===== src/rtl/ex_stage_pkg.sv =====
// Shared opcode, forwarding and bundle definitions for the execute stage.
// Imported by ex_stage and iter_mul.
package ex_stage_pkg;

  localparam logic [5:0] OP_NOP  = 6'h00;
  localparam logic [5:0] OP_ADD  = 6'h01;
  localparam logic [5:0] OP_SUB  = 6'h02;
  localparam logic [5:0] OP_AND  = 6'h03;
  localparam logic [5:0] OP_OR   = 6'h04;
  localparam logic [5:0] OP_SLT  = 6'h05;
  localparam logic [5:0] OP_MUL  = 6'h06;
  localparam logic [5:0] OP_LDW  = 6'h07;
  localparam logic [5:0] OP_SDW  = 6'h08;
  localparam logic [5:0] OP_BEQ  = 6'h09;
  localparam logic [5:0] OP_JUMP = 6'h0A;

  localparam logic [2:0] FWD_RF    = 3'd0;
  localparam logic [2:0] FWD_EXMEM = 3'd1;
  localparam logic [2:0] FWD_MEMWB = 3'd2;

  typedef enum logic {
    S_IDLE = 1'b0,
    S_BUSY = 1'b1
  } ex_state_e;

  typedef struct packed {
    logic [4:0] rwd;
    logic [5:0] opcode;
    logic       br;
  } ex_ctl_t;

  localparam ex_ctl_t CTL_BUBBLE = '{rwd: 5'd0, opcode: OP_NOP, br: 1'b0};

  function automatic logic uses_imm(input logic [5:0] op);
    return (op == OP_LDW) || (op == OP_SDW);
  endfunction

endpackage


===== src/rtl/ex_stage_iter_mul.sv =====
// Iterative shift-add multiplier: one partial product per cycle.
// done is high on the final step; res is the low product on that cycle.
module iter_mul
  import ex_stage_pkg::*;
#(
  parameter int DATA_W   = 32,
  parameter int MUL_ITER = DATA_W
) (
  input  logic              clk,
  input  logic              rst_n,
  input  logic              start,
  input  logic [DATA_W-1:0] a,
  input  logic [DATA_W-1:0] b,
  output logic              busy,
  output logic              done,
  output logic [DATA_W-1:0] res
);

  localparam int CW = (MUL_ITER > 1) ? $clog2(MUL_ITER) : 1;
  localparam logic [CW-1:0] LAST = CW'(MUL_ITER - 1);

  logic [DATA_W-1:0] mcand;
  logic [DATA_W-1:0] mplier;
  logic [DATA_W-1:0] acc;
  logic [CW-1:0]     cnt;

  assign res  = acc + (mplier[0] ? mcand : '0);
  assign done = busy && (cnt == LAST);

  always_ff @(posedge clk or negedge rst_n) begin
    if (!rst_n) begin
      mcand  <= '0;
      mplier <= '0;
      acc    <= '0;
      cnt    <= '0;
      busy   <= 1'b0;
    end else if (start) begin
      mcand  <= a;
      mplier <= b;
      acc    <= '0;
      cnt    <= '0;
      busy   <= 1'b1;
    end else if (busy) begin
      acc    <= res;
      mcand  <= mcand << 1;
      mplier <= mplier >> 1;
      if (done) begin
        busy <= 1'b0;
        cnt  <= '0;
      end else begin
        cnt <= cnt + 1'b1;
      end
    end
  end

endmodule


===== src/rtl/ex_stage.sv =====
// Execute stage: forwarding mux, single-cycle ALU, iterative MUL
// and the EX/MEM latch. stall holds upstream while MUL is busy.
module ex_stage
  import ex_stage_pkg::*;
#(
  parameter int DATA_W   = 32,
  parameter int MUL_ITER = DATA_W
) (
  input  logic              clk,
  input  logic              rst_n,
  input  logic [DATA_W-1:0] imm_in,
  input  logic [DATA_W-1:0] val_rs_in,
  input  logic [DATA_W-1:0] val_rt_in,
  input  logic [4:0]        rwd_in,
  input  logic [5:0]        opcode_in,
  input  logic [2:0]        rs_fwd,
  input  logic [2:0]        rt_fwd,
  input  logic [DATA_W-1:0] fwd1_data,
  input  logic [DATA_W-1:0] fwd2_data,
  output logic [DATA_W-1:0] alu_res_out,
  output logic [DATA_W-1:0] val_rt_out,
  output logic [4:0]        rwd_out,
  output logic [5:0]        opcode_out,
  output logic              branch_taken,
  output logic              stall
);

  ex_state_e state;
  ex_ctl_t   ctl_q;
  ex_ctl_t   ctl_nxt;

  logic [DATA_W-1:0] op_a;
  logic [DATA_W-1:0] op_rt;
  logic [DATA_W-1:0] op_b;
  logic [DATA_W-1:0] alu_nxt;
  logic [DATA_W-1:0] mul_res;
  logic [4:0]        mul_rwd;
  logic              mul_start;
  logic              mul_busy;
  logic              mul_done;

  function automatic logic [DATA_W-1:0] fwd_pick(
    input logic [2:0]        sel,
    input logic [DATA_W-1:0] rf,
    input logic [DATA_W-1:0] f1,
    input logic [DATA_W-1:0] f2
  );
    logic [DATA_W-1:0] v;
    v = '0;
    unique case (1'b1)
      (sel == FWD_RF):    v = rf;
      (sel == FWD_EXMEM): v = f1;
      (sel == FWD_MEMWB): v = f2;
      default:            v = '0;
    endcase
    return v;
  endfunction

  assign op_a  = fwd_pick(rs_fwd, val_rs_in, fwd1_data, fwd2_data);
  assign op_rt = fwd_pick(rt_fwd, val_rt_in, fwd1_data, fwd2_data);
  assign op_b  = uses_imm(opcode_in) ? imm_in : op_rt;

  always_comb begin
    alu_nxt        = '0;
    ctl_nxt.rwd    = rwd_in;
    ctl_nxt.opcode = opcode_in;
    ctl_nxt.br     = 1'b0;
    unique case (opcode_in)
      OP_ADD:  alu_nxt = op_a + op_b;
      OP_SUB:  alu_nxt = op_a - op_b;
      OP_AND:  alu_nxt = op_a & op_b;
      OP_OR:   alu_nxt = op_a | op_b;
      OP_SLT:  alu_nxt = {{(DATA_W-1){1'b0}},
                          $signed(op_a) < $signed(op_b)};
      OP_LDW,
      OP_SDW:  alu_nxt = op_a + op_b;
      OP_BEQ:  ctl_nxt.br = (op_a == op_rt);
      OP_JUMP: alu_nxt = imm_in;
      OP_MUL:  alu_nxt = '0;
      default: ctl_nxt.rwd = 5'd0;
    endcase
  end

  assign mul_start = (state == S_IDLE) && (opcode_in == OP_MUL);

  // Gated by rst_n so upstream is never frozen while the stage is in reset.
  assign stall = rst_n && (mul_start || (mul_busy && !mul_done));

  iter_mul #(
    .DATA_W   (DATA_W),
    .MUL_ITER (MUL_ITER)
  ) u_mul (
    .clk   (clk),
    .rst_n (rst_n),
    .start (mul_start),
    .a     (op_a),
    .b     (op_b),
    .busy  (mul_busy),
    .done  (mul_done),
    .res   (mul_res)
  );

  always_ff @(posedge clk or negedge rst_n) begin
    if (!rst_n) begin
      state       <= S_IDLE;
      ctl_q       <= CTL_BUBBLE;
      alu_res_out <= '0;
      val_rt_out  <= '0;
      mul_rwd     <= 5'd0;
    end else begin
      ctl_q       <= CTL_BUBBLE;
      alu_res_out <= '0;
      val_rt_out  <= '0;
      unique case (state)
        S_IDLE: begin
          if (mul_start) begin
            state   <= S_BUSY;
            mul_rwd <= rwd_in;
          end else begin
            ctl_q       <= ctl_nxt;
            alu_res_out <= alu_nxt;
            val_rt_out  <= op_rt;
          end
        end
        S_BUSY: begin
          if (mul_done) begin
            state        <= S_IDLE;
            alu_res_out  <= mul_res;
            ctl_q.rwd    <= mul_rwd;
            ctl_q.opcode <= OP_MUL;
          end
        end
        default: state <= S_IDLE;
      endcase
    end
  end

  assign rwd_out      = ctl_q.rwd;
  assign opcode_out   = ctl_q.opcode;
  assign branch_taken = ctl_q.br;

endmodule


===== config.mk =====
export PLATFORM = sky130hd
export DESIGN_NAME = ex_stage
export DESIGN_NICKNAME = d
export VERILOG_FILES = /design/src/rtl/ex_stage_pkg.sv /design/src/rtl/ex_stage_iter_mul.sv /design/src/rtl/ex_stage.sv
export SDC_FILE = /design/constraint.sdc
export NUM_CORES = 1
export LEC_CHECK = 0
export ABC_CLOCK_PERIOD_IN_PS = 4100
export BUFFER_PORTS_ARGS = -buffer_cell sky130_fd_sc_hd__buf_2
export CORE_AREA = 3 3 241 243
export DETAILED_ROUTE_END_ITERATION = 6
export DIE_AREA = 0 0 244 246
export GPL_TIMING_DRIVEN = 0
export PLACE_DENSITY = 0.46
export REMOVE_ABC_BUFFERS = 1
export SETUP_SLACK_MARGIN = 0.05
export SYNTH_ARGS = -nofsm -noshare
export SYNTH_HDL_FRONTEND = slang
export SYNTH_HIERARCHICAL = 1
export SYNTH_SLANG_ARGS = --single-unit

===== constraint.sdc =====
create_clock -name clk -period 4.1 [get_ports clk]
set_clock_uncertainty 0.05 [all_clocks]
set_input_delay 1.23 -clock clk [delete_from_list [all_inputs] [get_ports clk]]
set_output_delay 1.23 -clock clk [all_outputs]
set_load 0.05 [all_outputs]

==> flow_summary.yaml, run 1 <==
run_status:
  status: "finished, violations left"
  violations: "negative setup slack"
final_layout:
  stdcell_area_sq_mm: 0.0215
  area_growth_pct: 28.6
  layout.cells.non_filler: 3067
  final_nets: 2592
  nFillCells: 5909
  drive_gt1_frac: 0.284
  utilization: 0.383
  antenna_cells: 0
die:
  ioPinCount: 256
  coreArea_sq_mm: 0.0562
  die-width_microns: 244
  dieHeight_microns: 246
  initial_core_util: 0.298
  rows: 87
  die_area_sq_mm: 0.0600
grt:
  antenna_found_initial: 1
  grt.total_usage: 0.215
  overflow: 0
  grt_pass1_wl_microns: 99900
  grt_max_degree: 138
  grt_pass1_vias: 16400
route:
  drtPass1Iterations: 5
  drtAntennaViolNets: 0
  dr_total_vias: 16600
  vias_per_cell: 5.41
  wirelength_microns: 65800
  drc: 0
  post_drt_wl_per_cell_microns: 21.5
  first_iter_violations: 1385
timing:
  max_freq_ghz: 0.197
  timing.hold.ws_ps: 455
  hold_violations: 0
  setup_tns_ps: -16230
  rsz0062_at_grt: "true"
  worst_slack_ps: -983
  worst_pin_slew_ps: 1350
  period_share: 1.24
  slew_headroom: 0.100
  setup_viol: 25
  finalWorstPathRequiredPeriod_ps: 5080
  slew_viol_final: 0
worst_setup_path:
  cp.required_ps: 4400
  worst_setup_path_start_kind: "input pin"
  path_cells: "buf_12 > nor4b_4 > buf_4 > o21ai_4 > buf_12 > mux2i_4 > inv_2 > ha_4 > fa_2 > nor2_2 > a221oi_2 > o31a_1 > o31a_1 > o31ai_4 > a221o_1 > a21oi_2 > a21o_1 > o41ai_4 > nand3_2 > a22o_1"
  crit_slowest_cell: "o41ai_4"
  cpPeakStageDelay_ps: 460
  critPathArrivalTime_ps: 5380
  critPathBufInv: 4
  critical-path-top-delay-family: "compound AO/OA/AOI/OAI gates"
  crit_type: "input pin to flip-flop"
  worstPathMaxFanout: 4
  end_kind: "flip-flop"
logic_synthesis:
  ys_types: 107
  syn_inst: 2045
  synth_edf_count: 0
  synth_top_cell_area_share: 0.275
  synth_area_leader_cell: "dfrtp_1"
  synth_area_sq_mm: 0.0167
  ys.flop_type: "dfrtp_1"
  synth_area_leaders: "dfrtp_1 28%, mux2i_1 9.4%, ha_1 8.4%"
  ys_seq_area_frac: 0.275
  synth.avg_cell_area_sq_um: 8.18
  async_flop_share: 1.00
  yosysWarnings: 6
  synth_seq_cells: 184
placed_design:
  port_buffers: 255
  globalplace.congestion: 0.894
  post_dp_cell_area_sq_mm: 0.0188
  hpwl_microns: 47900
  dp.cells: 2933
  place_ws_ps: -3560
clocking:
  htree_levels: 4
  clk_pin_slew_worst_paths_ps: 80
  clockBufferDepth: 2
  cts_tree: "done"
  cts_buffers: 17
  root_buffer: "clkbuf_16"
  clock_latency_ps: 470
  cts_num_sinks: 184
power:
  power.leakage_nw: 9.97
  p_total_mw: 9.21
  p_per_area_mw_per_mm2: 428
  peakVddDrop_mv: 0.244
worst_hold_path:
  hp-class: "flip-flop to flip-flop"
job:
  cap_violations: 0
final timing paths:
| path | slack, ps | to | start | cells after the start |
|---|---|---|---|---|
| max in group asynchronous | 2650 | opcode_out[3] | rst_n | 2 |
| min in group asynchronous | 640 | rwd_out[4] | rst_n | 1 |
| max | -980 | alu_res_out[0] | opcode_in[0] | 20 |
| min | 460 | rwd_out[1] | mul_rwd[1] | 1 |
| max reg2reg | -350 | alu_res_out[24] | u_mul/mplier[0] | 16 |
| min reg2reg | 460 | rwd_out[1] | mul_rwd[1] | 1 |
cell usage after synthesis (all sizes together), types with 10 or more instances:
| cell | number |
|---|---|
| a22o | 21 |
| a21o | 33 |
| xnor2 | 42 |
| ha | 112 |
| nor2b | 20 |
| buf | 51 |
| xor2 | 43 |
| o21a | 20 |
| nor4 | 16 |
| a221oi | 19 |
| o21ai | 155 |
| a211oi | 19 |
| clkbuf | 85 |
| o211ai | 18 |
| o21bai | 13 |
| and2 | 44 |
| nand2b | 19 |
| a221o | 12 |
| mux2i | 157 |
| nand3b | 10 |
| nand2 | 175 |
| nand3 | 22 |
| nor3 | 43 |
| dfrtp | 184 |
| a21oi | 171 |
| and3 | 16 |
| nand4 | 13 |
| inv | 92 |
| o221ai | 18 |
| a22oi | 18 |
| nor2 | 228 |
| or2 | 20 |
state kept, by name, summed over array words and instances (netlist names):
register,flops
alu_res_out,32
state,1
u_mul/busy,1
opcode_out,6
val_rt_out,32
u_mul/mplier,32
u_mul/acc,32
branch_taken,1
u_mul/mcand,32
u_mul/cnt,5
rwd_out,5
mul_rwd,5
cell families after synthesis:
group                      count (synthesis)  synth area share
buffers and inverters                    229            0.0546
muxes                                    165            0.0993
AOI/OAI and AO/OA                        613             0.252
DFF                                      184             0.275
and+or+nand+nor                          654             0.187
xor gates and xnor gates                  85            0.0445
adders and majority gates                115            0.0873
power breakdown:
part | switching [mW] | internal (mW) | leakage (nW)
clock network | 0.847 | 0.939 | 0.293
registers | 0.397 | 2.29 | 2.41
logic | 2.79 | 1.95 | 7.27
total | 4.03 | 5.18 | 9.97
layout by cell type, fill, tap and decap left out, types with 14 or more instances in the layout:
master     instances
buf_2            244
nor2_1           196
dfrtp_1          182
nand2_1          167
mux2i_1          148
a21oi_1          137
o21ai_0          120
ha_1              86
buf_4             80
inv_1             77
nor3_1            42
xor2_1            42
and2_1            41
xnor2_1           38
a21o_1            33
a21oi_2           27
nor2_2            24
ha_4              23
a22o_1            21
buf_6             20
nand2b_1          19
nand3_1           19
nor2b_1           18
o211ai_1          18
a22oi_1           18
clkbuf_16         18
o21a_1            17
or2_2             16
o21ai_1           16
o21ai_2           16
and3_1            14
layer usage:
layer / vias up / GRT usage / share of wire
met2: 553 / 0.346 / 0.46
li1: 7860 / - / -
met5: - / 0 / 0
met4: 0 / 0.0632 / 0.023
met1: 8104 / 0.300 / 0.47
met3: 63 / 0.0280 / 0.054
final cells by class:
type	count	area (sq um)	area share
multi-input cells	1632	12300	0.573
repair buffers	370	2680	0.124
flip-flops and latches	184	4610	0.214
inverters	93	363	0.0169
well taps	756	946	0.0439
clock buffers	19	443	0.0206
clock inverters	13	160	0.00744
what timing repair did:
item / in CTS / in global routing
setup endpoints to repair: 33 / 31
resized for setup: 228 / 71
cloned: 2 / 1
setup buffers: 76 / 26
pin swaps: 70 / 71
hold buffers: 0 / 0
No activity file was read; power rests on OpenSTA's default activity.
==> run 2: changes to the inputs <==
--- a/config.mk
+++ b/config.mk
@@ -14,6 +14,7 @@
 export PLACE_DENSITY = 0.46
 export REMOVE_ABC_BUFFERS = 1
 export SETUP_SLACK_MARGIN = 0.05
+export SKIP_LAST_GASP = 1
 export SYNTH_ARGS = -nofsm -noshare
 export SYNTH_HDL_FRONTEND = slang
 export SYNTH_HIERARCHICAL = 1
==> run 2 against run 1 <==
Net effect: the run still ends with negative setup slack left; maximum frequency is essentially flat; routed wire length grew 0.20%; critical path depth is the same; sequential share of layout area is essentially flat; count of clock-buffer cells in the layout is the same; core utilization is essentially flat; largest power group unchanged; power grew 0.12%; register-to-register slack is essentially flat; worst setup slack gained 5.0 ps; global-route usage is essentially flat; clock power is essentially flat.
==> flow_summary.yaml, run 2 (synthesis gave the netlist of run 1 again) <==
run_status:
  status: "finished, violations left"
  violations: "negative setup slack"
timing:
  timing.hold.ws_ps: 454
  worst_slack_ps: -978
  hold_violations: 0
  finalWorstPathRequiredPeriod_ps: 5080
  worst_pin_slew_ps: 1320
  slew_viol_final: 0
  setup_tns_ps: -16940
  rsz0062_at_grt: "true"
  setup_viol: 25
  max_freq_ghz: 0.197
  period_share: 1.24
  slew_headroom: 0.120
power:
  peakVddDrop_mv: 0.241
  p_per_area_mw_per_mm2: 428
  switching_share: 0.438
  p_sw_mw: 4.04
  intPower_mw: 5.19
  power.leakage_nw: 9.99
  clkPwrFrac: 0.194
  pwr-share-comb: 0.514
  seqPwrFrac: 0.292
final_layout:
  final_nets: 2595
  layout.cells.non_filler: 3070
  antenna_cells: 0
  layout_commonest_cell: "buf_2"
  nFillCells: 5900
  most-common-layout-cells: "244 x buf_2, 196 x nor2_1, 182 x dfrtp_1"
  area_growth_pct: 28.6
  drive_gt1_frac: 0.281
die:
  initial_core_util: 0.298
  ioPinCount: 256
  coreArea_sq_mm: 0.0562
  die_area_sq_mm: 0.0600
  dieHeight_microns: 246
  rows: 87
  die-width_microns: 244
route:
  wirelength_microns: 65900
  first_iter_violations: 1287
  dr_total_vias: 16600
  drc: 0
  post_drt_wl_per_cell_microns: 21.5
  drtAntennaViolNets: 0
  drtPass1Iterations: 5
  vias_per_cell: 5.40
worst_setup_path:
  critPathArrivalTime_ps: 5380
  worst_setup_path_start_kind: "input pin"
  cp.required_ps: 4400
  crit_type: "input pin to flip-flop"
  crit_cells: 20
  cpPeakStageDelay_ps: 450
  path_cells: "buf_12 > nor4b_4 > buf_4 > o21ai_4 > buf_12 > mux2i_4 > inv_2 > ha_4 > fa_2 > nor2_2 > a221oi_2 > o31a_1 > o31a_1 > o31ai_4 > a221o_1 > a21oi_2 > a21o_1 > o41ai_4 > nand3_2 > a22o_1"
  end_kind: "flip-flop"
  worstPathMaxFanout: 4
  critical-path-top-delay-family: "compound AO/OA/AOI/OAI gates"
  critPathBufInv: 4
  crit_slowest_cell: "o41ai_4"
  worstRegToRegCells: 16
clocking:
  cts_tree: "done"
  root_buffer: "clkbuf_16"
  cts_num_sinks: 184
  cts_buffers: 17
  clk_pin_slew_worst_paths_ps: 80
  htree_levels: 4
  clockBufferDepth: 2
  clock_latency_ps: 470
grt:
  antenna_found_initial: 1
  grt_pass1_wl_microns: 99700
  overflow: 0
  grt.total_usage: 0.214
  grt_pass1_vias: 16300
  grt_max_degree: 138
placed_design:
  port_buffers: 255
  place_ws_ps: -3560
  hpwl_microns: 47900
  dp.cells: 2933
  globalplace.congestion: 0.894
worst_hold_path:
  holdPathStages: 1
  hp-class: "flip-flop to flip-flop"
job:
  cap_violations: 0
==> run 2: what timing repair did <==
| item | CTS | global route |
|---|---|---|
| pin swaps | 69 | 82 |
| hold buffers | 0 | 0 |
| endpoints found under the setup margin | 33 | 31 |
| gates resized for setup | 200 | 92 |
| gates cloned | 2 | 1 |
| buffers inserted | 76 | 31 |
==> run 2: metrics by stage <==
stage	utilization	area [sq um]	power [mW]
finish	0.383	21500	9.22
floorplan	-	16200	5.83
detailed placement	0.334	18800	7.06
global route	0.383	21500	9.87
global placement	0.328	18400	7.06
CTS	0.372	20900	9.13
==> run 2: path summary, 6_finish.rpt <==
check                           startpoint              end  slack, ps
max                           opcode_in[0]   alu_res_out[0]       -980
min                             mul_rwd[1]       rwd_out[1]        450
max reg2reg                u_mul/mplier[0]  alu_res_out[24]       -350
min reg2reg                     mul_rwd[1]       rwd_out[1]        450
max in group asynchronous            rst_n    opcode_out[3]       2650
min in group asynchronous            rst_n       rwd_out[4]        640
==> run 2: final cells by class <==
cell class	count	area [sq um]	share of cell area
clock inverter	13	160	0.00744
inverter	93	363	0.0169
sequential	184	4610	0.214
tap	756	946	0.0439
multi-input combinational	1632	12300	0.572
timing repair buffer	373	2700	0.125
clock buffer	19	443	0.0206
==> run 2: power by group through the flow <==
stage	sequential [mW]	clock (mW)	combinational, mW
after global placement	2.81	0	4.25
after floorplan	2.78	0	3.05
final	2.69	1.79	4.74
after global routing	2.76	1.91	5.21
after CTS	2.69	1.85	4.59
after detailed placement	2.72	0	4.34
==> run 2: layer usage <==
layer,track usage,part of all wire
met1,0.300,0.47
met2,0.345,0.46
met3,0.0276,0.050
met4,0.0631,0.022
met5,0,0
